File: src/rtl/spi_pkg.sv
// Shared types and constants for the spi_master_dx block.
//   spi_state_t : transfer FSM states (IDLE -> LEAD -> XFER -> TRAIL -> DONE)
//   spi_mode_t  : SPI mode as {cpol, cpha}; bit order matches the i_mode port
//   SPI_MODE0-3 : the four standard SPI modes
package spi_pkg;

  typedef enum logic [2:0] {
    IDLE,
    LEAD,
    XFER,
    TRAIL,
    DONE
  } spi_state_t;

  typedef struct packed {
    logic cpol;
    logic cpha;
  } spi_mode_t;

  localparam spi_mode_t SPI_MODE0 = '{cpol: 1'b0, cpha: 1'b0};
  localparam spi_mode_t SPI_MODE1 = '{cpol: 1'b0, cpha: 1'b1};
  localparam spi_mode_t SPI_MODE2 = '{cpol: 1'b1, cpha: 1'b0};
  localparam spi_mode_t SPI_MODE3 = '{cpol: 1'b1, cpha: 1'b1};

endpackage

File: src/rtl/spi_clk_gen.sv
// Half-period timebase for spi_master_dx.
// Counts CLK_DIV i_clock cycles per SCLK half-period while enabled and emits a
// one-cycle tick on the last cycle of each half-period.
//   i_clock   : system clock
//   i_reset   : asynchronous, active-high reset
//   i_en      : count enable
//   i_clr     : synchronous clear of the counter and edge phase
//   i_edge_en : ticks toggle the SCLK phase only while this is high
//   o_tick    : half-period boundary pulse
//   o_lead    : with o_tick, high when this boundary is a leading SCLK edge
//   o_half    : current SCLK phase (0 = idle level, 1 = active level)
module spi_clk_gen #(
  parameter int CLK_DIV = 2,
  parameter int CNT_W   = $clog2(CLK_DIV + 1)
) (
  input  logic i_clock,
  input  logic i_reset,
  input  logic i_en,
  input  logic i_clr,
  input  logic i_edge_en,
  output logic o_tick,
  output logic o_lead,
  output logic o_half
);

  localparam logic [CNT_W-1:0] LastCnt = CNT_W'(CLK_DIV - 1);

  logic [CNT_W-1:0] r_cnt;
  logic             r_half;
  logic             w_tick;

  assign w_tick = i_en && (r_cnt == LastCnt);

  always_ff @(posedge i_clock or posedge i_reset) begin
    if (i_reset) begin
      r_cnt  <= '0;
      r_half <= 1'b0;
    end else if (i_clr) begin
      r_cnt  <= '0;
      r_half <= 1'b0;
    end else if (i_en) begin
      r_cnt <= w_tick ? '0 : r_cnt + 1'b1;
      if (w_tick && i_edge_en) begin
        r_half <= ~r_half;
      end
    end
  end

  assign o_tick = w_tick;
  assign o_lead = ~r_half;
  assign o_half = r_half;

endmodule

File: src/rtl/spi_master_dx.sv
// Full-duplex SPI master with per-transfer mode and programmable SCLK divider.
// Shifts DATA_W bits out on o_mosi while capturing DATA_W bits from i_miso.
// Optional build macro SPI_LSB_FIRST_EN adds i_lsb_first (LSB-first transfers).
//   i_clock, i_reset : clock, asynchronous active-high reset
//   i_send           : start request, accepted only in IDLE
//   i_data, i_mode   : TX word and {CPOL,CPHA}, latched on accept
//   i_miso           : serial input from slave (sampled directly, SCLK-timed)
//   o_sclk, o_mosi   : SPI clock and serial output
//   o_cs_n           : active-low chip select
//   o_busy, o_done   : transfer in progress / one-cycle completion pulse
//   o_rx_data        : received word, updated with o_done
module spi_master_dx
  import spi_pkg::*;
#(
  parameter int DATA_W  = 8,
  parameter int CLK_DIV = 2
) (
  input  logic              i_clock,
  input  logic              i_reset,
  input  logic              i_send,
  input  logic [DATA_W-1:0] i_data,
  input  logic [1:0]        i_mode,
  input  logic              i_miso,
`ifdef SPI_LSB_FIRST_EN
  input  logic              i_lsb_first,
`endif
  output logic              o_sclk,
  output logic              o_mosi,
  output logic              o_cs_n,
  output logic              o_busy,
  output logic              o_done,
  output logic [DATA_W-1:0] o_rx_data
);

  localparam int CNT_W  = $clog2(CLK_DIV + 1);
  localparam int EDGE_W = $clog2(2 * DATA_W);
  localparam logic [EDGE_W-1:0] LastEdge = EDGE_W'(2 * DATA_W - 1);

  spi_state_t        r_state, w_state_next;
  spi_mode_t         r_mode, w_mode_in;
  logic [DATA_W-1:0] r_tx, r_rx, r_rx_data;
  logic [EDGE_W-1:0] r_edge;
  logic              r_mosi, r_cs_n, r_busy, r_done;
  logic              w_accept, w_busy_next, w_done_next;
  logic              w_tick, w_lead, w_half, w_shift_now;
  logic              w_lsb_in, w_lsb;

  assign w_mode_in = spi_mode_t'(i_mode);

`ifdef SPI_LSB_FIRST_EN
  logic r_lsb;
  assign w_lsb_in = i_lsb_first;
  assign w_lsb    = r_lsb;
  always_ff @(posedge i_clock or posedge i_reset) begin
    if (i_reset) begin
      r_lsb <= 1'b0;
    end else if (w_accept) begin
      r_lsb <= i_lsb_first;
    end
  end
`else
  assign w_lsb_in = 1'b0;
  assign w_lsb    = 1'b0;
`endif

  function automatic logic first_bit(input logic [DATA_W-1:0] v, input logic lsb);
    return lsb ? v[0] : v[DATA_W-1];
  endfunction

  function automatic logic [DATA_W-1:0] shift_out(input logic [DATA_W-1:0] v, input logic lsb);
    return lsb ? (v >> 1) : (v << 1);
  endfunction

  spi_clk_gen #(
    .CLK_DIV (CLK_DIV),
    .CNT_W   (CNT_W)
  ) u_clk_gen (
    .i_clock   (i_clock),
    .i_reset   (i_reset),
    .i_en      (r_busy),
    .i_clr     (w_accept),
    .i_edge_en (r_state == XFER),
    .o_tick    (w_tick),
    .o_lead    (w_lead),
    .o_half    (w_half)
  );

  always_ff @(posedge i_clock or posedge i_reset) begin
    if (i_reset) begin
      r_state <= IDLE;
    end else begin
      r_state <= w_state_next;
    end
  end

  always_comb begin
    w_state_next = r_state;
    w_accept     = 1'b0;
    unique case (r_state)
      IDLE: begin
        if (i_send) begin
          w_accept     = 1'b1;
          w_state_next = LEAD;
        end
      end
      LEAD:    if (w_tick) w_state_next = XFER;
      XFER:    if (w_tick && (r_edge == LastEdge)) w_state_next = TRAIL;
      TRAIL:   if (w_tick) w_state_next = DONE;
      DONE:    w_state_next = IDLE;
      default: w_state_next = IDLE;
    endcase
    w_busy_next = (w_state_next == LEAD) || (w_state_next == XFER) || (w_state_next == TRAIL);
    w_done_next = (w_state_next == DONE);
  end

  // CPHA=0 shifts on trailing edges, CPHA=1 on leading; the other edge samples.
  assign w_shift_now = (w_lead == r_mode.cpha);

  always_ff @(posedge i_clock or posedge i_reset) begin
    if (i_reset) begin
      r_mode    <= SPI_MODE0;
      r_tx      <= '0;
      r_rx      <= '0;
      r_rx_data <= '0;
      r_edge    <= '0;
      r_mosi    <= 1'b0;
      r_cs_n    <= 1'b1;
      r_busy    <= 1'b0;
      r_done    <= 1'b0;
    end else begin
      // Control outputs are registered from the next state so they never glitch.
      r_cs_n <= ~w_busy_next;
      r_busy <= w_busy_next;
      r_done <= w_done_next;
      if (w_accept) begin
        r_mode <= w_mode_in;
        r_rx   <= '0;
        r_edge <= '0;
        if (!w_mode_in.cpha) begin
          r_mosi <= first_bit(i_data, w_lsb_in);
          r_tx   <= shift_out(i_data, w_lsb_in);
        end else begin
          r_mosi <= 1'b0;
          r_tx   <= i_data;
        end
      end else if ((r_state == XFER) && w_tick) begin
        r_edge <= r_edge + 1'b1;
        if (w_shift_now) begin
          r_mosi <= first_bit(r_tx, w_lsb);
          r_tx   <= shift_out(r_tx, w_lsb);
        end else if (w_lsb) begin
          r_rx <= {i_miso, r_rx[DATA_W-1:1]};
        end else begin
          r_rx <= {r_rx[DATA_W-2:0], i_miso};
        end
      end else if ((r_state == TRAIL) && w_tick) begin
        r_rx_data <= r_rx;
        r_mosi    <= 1'b0;
      end
    end
  end

  assign o_sclk    = r_mode.cpol ^ w_half;
  assign o_mosi    = r_mosi;
  assign o_cs_n    = r_cs_n;
  assign o_busy    = r_busy;
  assign o_done    = r_done;
  assign o_rx_data = r_rx_data;

endmodule

File: config.mk
export PLATFORM = sky130hd
export DESIGN_NAME = spi_master_dx
export DESIGN_NICKNAME = d
export VERILOG_FILES = /design/src/rtl/spi_pkg.sv /design/src/rtl/spi_clk_gen.sv /design/src/rtl/spi_master_dx.sv
export SDC_FILE = /design/constraint.sdc
export NUM_CORES = 1
export LEC_CHECK = 0
export CAP_MARGIN = 20
export CORE_UTILIZATION = 50
export DETAILED_ROUTE_END_ITERATION = 10
export PLACE_DENSITY = 0.74
export SETUP_SLACK_MARGIN = 0.4
export SLEW_MARGIN = 0
export SYNTH_ARGS = -nofsm -noshare
export SYNTH_HDL_FRONTEND = slang
export SYNTH_SLANG_ARGS = --single-unit
File: constraint.sdc
create_clock -name i_clock -period 4.6 [get_ports i_clock]
set_input_delay 0.46 -clock i_clock [delete_from_list [all_inputs] [get_ports i_clock]]
set_output_delay 0.46 -clock i_clock [all_outputs]
set_load 0.01 [all_outputs]
==> results, run 1 <==
- The run finished with clean final reports.
- The critical path crosses 4 cells after its start point.
- At the end of routability-driven placement, the weighted congestion stood at 0.717.
- Of the synthesized area, sequential elements account for 0.535.
- The H-tree was split into 2 levels.
- The CTS tree is yes.
- The vertical die dimension is 63.2 um.
- The classification of the worst setup path is reg -> reg.
- The overall track demand over capacity in global routing is 0.190.
- For this block, the initial DRC count from the detailed router was 99.
- After synthesis, the cell types taking the most area are sky130_fd_sc_hd__dfrtp_1, sky130_fd_sc_hd__o21ai_0, sky130_fd_sc_hd__mux2_2.
- The ratio of cells with drive above 1 in the final layout is 0.122.
- Data on the critical path is required at its endpoint by 4770 ps.
- Summing every instance area after synthesis gives 1870 um2.
- Summed over all cells, the static leakage comes to 0.999 nW.
- The master cell of the clock root buffer is sky130_fd_sc_hd__clkbuf_8.
- The cell depth of the worst flop-to-flop path is 4.
- The initial antenna violation count is 0.
- The most common cell after layout, fill and taps aside is sky130_fd_sc_hd__dfrtp_1.
- The met2 routing resource usage after global routing is 0.319.
- Counting flops and latches in the post-synthesis netlist gives 40.
- Setup slack closes at 2590 ps.
- The critical path goes through and3b_1 > and4b_1 > nand2b_4 > mux2_4.
- The final-stage net count is 210.
- For the worst setup path, the data arrival time is 2190 ps.
- The Yosys step of the flow raised 0 warnings.
- The most utilized layer in the global route result is met2.
- The number of setup buffers added after CTS is 0.
- After synthesis, the netlist uses 33 different library cells.
- In this run the power density over the cells is 571 nW/um2.
- After clock tree synthesis, the clock-pin slew on the worst setup and hold paths is 70 ps.
- The core region is 3470 um2.
- The share of synthesized area in the top cell type comes to 0.521.
- The effective utilization at floorplan is 0.540.
- The final routed wirelength across all metal layers is 3280 um.
- The standard-cell row count is 21.
- After clock tree synthesis, the repair step resized 0 gates.
- Dividing the final minimum period by the clock period gives 0.438.
- 27 I/O pins were placed.
- The number of antenna-violating nets in the routed design is 0.
- The number of pins exceeding their max-slew limit in the final report came to 0.
- The nature of the critical path endpoint is a flip-flop.
- The number of hold buffers added after CTS was 0.
- The leading area contributor after synthesis is sky130_fd_sc_hd__dfrtp_1.
- The cell with the biggest individual delay on the critical path is sky130_fd_sc_hd__and4b_1.
- The total overflow left after global routing is 0.
- The setup clock skew after layout is 7.37 ps.
- The per-cell routed wire length is 13.6 um.
- The met3 global-route usage is 0.0670.
- The number of buffers between clock root and the deepest sink is 2.
- After detailed routing, the number of vias per cell comes to 5.24.
- In this run the register-to-register setup slack is 2590 ps.
- Before antenna repair, the detailed router went through 4 iterations.
- The final sum of negative setup slack is 0 ps.
- The end of the worst register-to-register path is o_mosi.
- In the global route stage, met1 resource usage came out at 0.218.
- The count of port buffers added during placement is 26.
- For this run, design rule violations remaining after detail routing come to 0.
- The last element of the critical path is o_mosi.
- The die width is 63.2 um.
- The total via count after detailed routing is 1267.
- At the pin with the least slew margin, the transition time is 496 ps.
- The number of placed instances, taps included is 233.
- The finished layout holds 242 standard cells, fillers aside.
- Along the worst path, the maximum fanout reaches 10.
- The first global-routing pass estimated 5550 um of wire.
- The critical path starts at o_busy.
- Across the VDD grid, the largest voltage drop is 281 uV.
- 0 antenna diodes ended up in the layout.
- The HPWL after detailed placement is 2290 um.
- The type of the tightest min-delay check is reg -> reg.
- At the later pin of the worst-skew pair, clock insertion delay measures 290 ps.
- The number of global-route vias before repair was 1214.
- The critical path buffer and inverter count is 0.
- For this run, the top clock speed supported by timing is 0.497 GHz.
- In this run, CTS created clock tree buffers numbering 5.
- The tree built by TritonCTS fans out to 40 sinks.
- When the netlist entered floorplanning its net count stood at 186.
- Averaged over all synthesized cells, the footprint is 11.0 um2.
- The die covers 3990 um2.
- In this design, the largest share of critical-path delay is due to simple AND/OR/NAND/NOR gates.
- The worst relative slew slack is 0.669.
- In the layout the commonest cells are sky130_fd_sc_hd__dfrtp_1, sky130_fd_sc_hd__clkdlybuf4s50_1, sky130_fd_sc_hd__nand2_1, sky130_fd_sc_hd__o21ai_0.
- The maximum number of pins on one net before global-route repair is 41.
- The worst setup path is launched from a flip-flop.
- For the finished layout, the period the worst path requires is 2010 ps.
- In this design, the stage delay of the slowest critical-path cell is 570 ps.
- Setup repair after global routing left no endpoint under its margin.
- After technology mapping, the gate count stands at 171.
- The total of max-cap violations is 0.
- The placement-stage worst setup slack is 1990 ps.
- The worst register-to-register path begins at o_busy.
- The number of setup violations in the final report is 0.
- The number of failing hold endpoints at the final stage is 0.
- The area growth from synthesis to layout is 18.6%.
==> cell families after synthesis <==
| group | Yosys count | synth area share |
|---|---|---|
| AND/OR/NAND/NOR | 53 | 0.157 |
| flip-flops | 40 | 0.535 |
| adder cells (fa/ha/maj) | 1 | 0.00668 |
| multiplexers | 16 | 0.0935 |
| XOR/XNOR | 9 | 0.0421 |
| buffers and inverters | 22 | 0.0688 |
| AO/OA/AOI/OAI | 30 | 0.0969 |
==> metal layers <==
layer / up-vias / part of all wire
met2: 21 / 0.51
met3: 5 / 0.034
met5: - / 0
met1: 616 / 0.44
met4: 0 / 0.016
li1: 625 / -
==> cell usage after synthesis <==
master and instances:
sky130_fd_sc_hd__mux2_4 1, sky130_fd_sc_hd__and4b_1 2, sky130_fd_sc_hd__inv_1 11, sky130_fd_sc_hd__buf_2 4, sky130_fd_sc_hd__xor2_1 5, sky130_fd_sc_hd__nand2b_1 1
sky130_fd_sc_hd__and3_1 2, sky130_fd_sc_hd__o21ai_1 4, sky130_fd_sc_hd__mux2_2 8, sky130_fd_sc_hd__buf_4 1, sky130_fd_sc_hd__and2_4 1, sky130_fd_sc_hd__nand4_1 1
sky130_fd_sc_hd__nand2_1 22, sky130_fd_sc_hd__nor3b_4 1, sky130_fd_sc_hd__buf_6 5, sky130_fd_sc_hd__and3b_1 1, sky130_fd_sc_hd__o21ai_0 20, sky130_fd_sc_hd__clkbuf_1 1
sky130_fd_sc_hd__a311o_1 1, sky130_fd_sc_hd__nand2b_4 1, sky130_fd_sc_hd__nand3_1 11, sky130_fd_sc_hd__dfstp_2 1, sky130_fd_sc_hd__nor3_1 1, sky130_fd_sc_hd__dfrtp_1 39
sky130_fd_sc_hd__xnor2_1 4, sky130_fd_sc_hd__nor4b_4 1, sky130_fd_sc_hd__mux2i_1 7, sky130_fd_sc_hd__nor2_1 7, sky130_fd_sc_hd__nor2b_1 1, sky130_fd_sc_hd__a21oi_1 2
sky130_fd_sc_hd__a32o_1 2, sky130_fd_sc_hd__a31oi_4 1, sky130_fd_sc_hd__ha_1 1
==> state kept, by name (all words and copies together), names as in the netlist <==
name and count:
r_tx 8, u_clk_gen.o_half 1, o_done 1, r_rx 8
o_cs_n 1, o_busy 1, o_rx_data 8, u_clk_gen.r_cnt 2
o_mosi 1, r_edge 4, r_state 3, r_mode 2
==> where the power goes <==
part	total [mW]	internal, mW	switching [mW]	leakage, nW
clock network	0.250	0.137	0.113	0.0515
registers	0.552	0.459	0.0925	0.530
logic	0.466	0.237	0.229	0.418
==> worst min path at each step <==
| stage | end | startpoint | slack, ps | cells past startpoint |
|---|---|---|---|---|
| final | r_tx[4] | r_tx[4] | 480 | 2 |
| after global routing | r_tx[4] | r_tx[4] | 490 | 2 |
| after CTS | r_tx[4] | r_tx[4] | 480 | 2 |
| after detailed placement | r_tx[4] | r_tx[4] | 470 | 2 |
| after global placement | r_tx[5] | r_tx[5] | 460 | 2 |
| after floorplan | r_tx[4] | r_tx[4] | 440 | 2 |
==> final cells by class <==
cell class                      instances  area (um2)
Inverter                               11        41.3
Clock buffer                            8         100
Fill cell                             284        1250
Sequential cell                        40        1000
Timing Repair Buffer                   28         279
Multi-Input combinational cell        109         742
Tap cell                               46        57.6
==> stage by stage <==
step / hold slack (ps) / util / power, mW / area, um2
floorplan: 445 / - / 0.895 / 1870
global placement: 462 / 0.609 / 0.998 / 2110
detailed placement: 466 / 0.609 / 1.02 / 2110
CTS: 482 / 0.637 / 1.28 / 2210
global route: 490 / 0.641 / 1.36 / 2220
finish: 478 / 0.641 / 1.27 / 2220
==> worst reg2reg max path, delay by kind of cell, from the launching register on <==
kind / cells / cell delay (ps)
AND/OR/NAND/NOR: 3 / 1200
multiplexers: 1 / 290
flip-flops: 1 / 410
Note: power is estimated with default switching activity, not from simulation.
==> inputs of run 2 (changes only) <==
--- a/config.mk
+++ b/config.mk
@@ -6,9 +6,9 @@
 export NUM_CORES = 1
 export LEC_CHECK = 0
 export CAP_MARGIN = 20
-export CORE_UTILIZATION = 50
+export CORE_UTILIZATION = 48
 export DETAILED_ROUTE_END_ITERATION = 10
-export PLACE_DENSITY = 0.74
+export PLACE_DENSITY = 0.75
 export SETUP_SLACK_MARGIN = 0.4
 export SLEW_MARGIN = 0
 export SYNTH_ARGS = -nofsm -noshare
==> constraint.sdc (replaced) <==
create_clock -name i_clock -period 1.67 [get_ports i_clock]
set_input_delay 0.167 -clock i_clock [delete_from_list [all_inputs] [get_ports i_clock]]
set_output_delay 0.167 -clock i_clock [all_outputs]
set_load 0.01 [all_outputs]
==> results, run 2 (synthesized netlist as in run 1, its figures left out) <==
- The detailed-route DRC error count is 0 (unchanged).
- The clock sink total is 40 (unchanged).
- The clock latency on the worst-skew pair is 290 ps (about the same).
- The pin slew with the least headroom to its limit is 348 ps (-148 ps).
- The peak supply drop is 938 uV (+230%).
- The part of the cycle the worst path needs is 0.957 (+0.519).
- The area growth from synthesis to layout is 44.0%.
- The final sum of negative setup slack is 0 ps (unchanged).
- The number of filler cells placed in the layout came to 246 (-13%).
- The flow ran to the end, and the final reports show no timing, DRC or antenna violations.
- The total of max-cap violations is 0 (unchanged).
- The number of global-route vias before repair is 1500 (+24%).
- The part of the power in registers came to 0.347 (-0.088).
- The global-route wire length before repair is 7070 um (+27%).
- The effective utilization at floorplan is 0.508 (-0.0322).
- The number of failing hold endpoints at the final stage is 0 (unchanged).
- The number of detailed-routing iterations run before antenna repair was 4 (unchanged).
- The final worst slack was 71.7 ps (-2510 ps).
- The highest net fanout along the worst path is 5 (-5).
- The clock network fraction of total power came to 0.193 (-0.004).
- The internal power of the cells is 2.89 mW (+250%).
- The initial DRC count is 80 (-19%).
- The die width is 64.5 um (+2.0%).
- The final routed wirelength across all metal layers is 4500 um (+37%).
- TritonCTS built the clock tree.
- The count of port buffers added during placement is 26 (unchanged).
- The global route total overflow is 0 (unchanged).
- The number of vias per cell after detailed routing is 5.33 (+1.8%).
- The post-CTS clock slew at the launch and capture registers of the worst setup and hold paths is 80 ps (about the same).
- The final-stage net count is 237 (+13%).
- The number of antenna-violating nets in the routed design is 0 (unchanged).
- The classification of the worst setup path is reg -> reg.
- The level count of the clock H-tree is 2 (unchanged).
- The type of the tightest min-delay check is in -> async.
- The library cell used most frequently in the layout, excluding fill and tap cells, is sky130_fd_sc_hd__dfrtp_1.
- The overall track demand over capacity in global routing is 0.230 (+0.0397).
- The initial antenna violation count came to 0 (unchanged).
- The net switching power figure is 1.55 mW (+260%).
- The setup clock skew after layout is 4.35 ps (-3.02 ps).
- The fraction of power spent switching nets is 0.350 (+0.00657).
- In this design, the largest share of critical-path delay is due to simple AND/OR/NAND/NOR gates.
- The required time reported for the critical path endpoint was 1850 ps (-2920 ps).
- The maximum number of pins on one net before global-route repair came to 41 (unchanged).
- The final worst hold slack was 242 ps (-236 ps).
- The number of placed instances, taps included is 245 (+5.2%).
- The number of placed I/O pins is 27 (unchanged).
- The per-cell routed wire length is 16.6 um (+22%).
- The combinational cell fraction of total power came to 0.461 (+0.093).
- The non-filler instance count after layout was 271 (+12%).
- The standby leakage power came to 1.26 nW (+26%).
- The maximum frequency from static timing analysis is 0.626 GHz (+26%).
- The number of pins exceeding their max-slew limit in the final report was 0 (unchanged).
- The nature of the critical path endpoint is a flip-flop.
- The power density relative to cell area is 1650 nW/um2 (+190%).
- The nature of the critical path startpoint is a flip-flop.
- The antenna cell count was 0 (unchanged).
- The ratio of cells with drive above 1 in the final layout came to 0.354 (+0.232).
- The critical path buffer and inverter count is 2 (+2).
- The sum of net half-perimeters after detailed placement was 2360 um (+2.8%).
- The final critical path time including I/O delays and setup is 1600 ps (-416 ps).
- The worst path arrival time was 1780 ps (-410 ps).
- The critical path goes through and3b_2 > and4b_2 > buf_6 > buf_12 > mux2_4.
- The number of buffers added by the clock tree synthesis step came to 5 (unchanged).
- The delay of the slowest critical-path stage is 380 ps (-190 ps).
- The worst relative slew slack came to 0.766 (+0.0969).
- The number of setup violations in the final report was 0 (unchanged).
- The root buffer cell chosen for the clock tree is sky130_fd_sc_hd__clkbuf_8.
- The number of buffers between clock root and the deepest sink is 2 (unchanged).
- The placeable core area is 3690 um2 (+6.3%).
- The standard-cell row count is 22 (+4.8%).
- Setup repair after global routing could not meet its margin everywhere.
- Leaving out fill and tap cells, the most frequent cells in the layout are sky130_fd_sc_hd__dfrtp_1, sky130_fd_sc_hd__nand2_1, sky130_fd_sc_hd__buf_4, sky130_fd_sc_hd__clkdlybuf4s50_1, sky130_fd_sc_hd__o21ai_0.
- The vertical die dimension is 64.5 um (+2.0%).
- The total via count after detailed routing was 1445 (+14%).
- The die area is 4160 um2 (+4.0%).
- For this design, the slowest cell found on the critical path is sky130_fd_sc_hd__dfrtp_1.
- The placer's final routability congestion estimate is 0.807 (+13%).
- The placement-stage worst setup slack is 49.7 ps (-1940 ps).
[run 2: cell types whose count changed in the layout (fill, tap and decap cells not counted), sizes merged]
| cell | delta |
|---|---|
| clkdlybuf4s50 | -13 |
| clkdlybuf4s15 | +1 |
| dlygate4sd2 | +11 |
| bufinv | +1 |
| buf | +28 |
| clkbuf | -1 |
[run 2: final timing paths]
path | startpoint | end | slack (ps) | depth (start not counted)
min in group i_clock | i_miso | r_rx[0] | 420 | 3
hold / removal | i_reset | o_rx_data[1] | 240 | 3
setup / recovery | u_clk_gen.r_cnt[1] | o_rx_data[5] | 70 | 5
setup reg to reg | u_clk_gen.r_cnt[1] | o_rx_data[5] | 70 | 5
hold reg to reg | r_tx[3] | r_tx[3] | 490 | 2
max in group asynchronous | i_reset | o_cs_n | 1170 | 3
[run 2: cell type report]
class / instances / area, um2 / share of cell area
flip-flops and latches: 40 / 1010 / 0.373
inverters: 11 / 41.3 / 0.0153
repair buffers: 55 / 566 / 0.210
well taps: 48 / 60.1 / 0.0223
multi-input cells: 109 / 897 / 0.333
clock inverters: 1 / 30.0 / 0.0111
clock buffers: 7 / 96.3 / 0.0357
[run 2: repair_timing]
action	4_1_cts	5_1_grt
hold buffers	0	0
setup buffers	14	2
setup endpoints to repair	46	40
pin swaps	12	14
gates resized for setup	41	35
gates cloned	2	0
[run 2: power by group through the flow]
stage          sequential (mW)  clock (mW)  combinational, mW
3_3_place_gp              1.52           0               1.43
3_5_place_dp              1.54           0               1.47
6_report                  1.54       0.856               2.05
4_1_cts                   1.51       0.862               1.78
5_1_grt                   1.57       0.900               2.20
2_1_floorplan             1.50           0               1.00
[run 2: metal layers]
metal / vias to the layer above / GRT usage / wire length (um)
met5: - / 0 / 0
met4: 0 / 0.0889 / 71
met3: 9 / 0.0405 / 152
met2: 35 / 0.391 / 2320
met1: 724 / 0.292 / 1950
li1: 677 / - / -
[run 2: metrics by stage]
stage | total power [mW] | utilization | area, um2
2_1_floorplan | 2.50 | - | 1890
3_3_place_gp | 2.95 | 0.608 | 2240
3_5_place_dp | 3.01 | 0.608 | 2240
4_1_cts | 4.16 | 0.697 | 2570
5_1_grt | 4.67 | 0.731 | 2700
6_report | 4.44 | 0.731 | 2700
[run 2: worst register-to-register path, delay by kind of cell (launching register included)]
| kind | cells | cell delay [ps] |
|---|---|---|
| AND/OR/NAND/NOR | 2 | 570 |
| flip-flops | 1 | 380 |
| multiplexers | 1 | 300 |
| buffers and inverters | 2 | 240 |
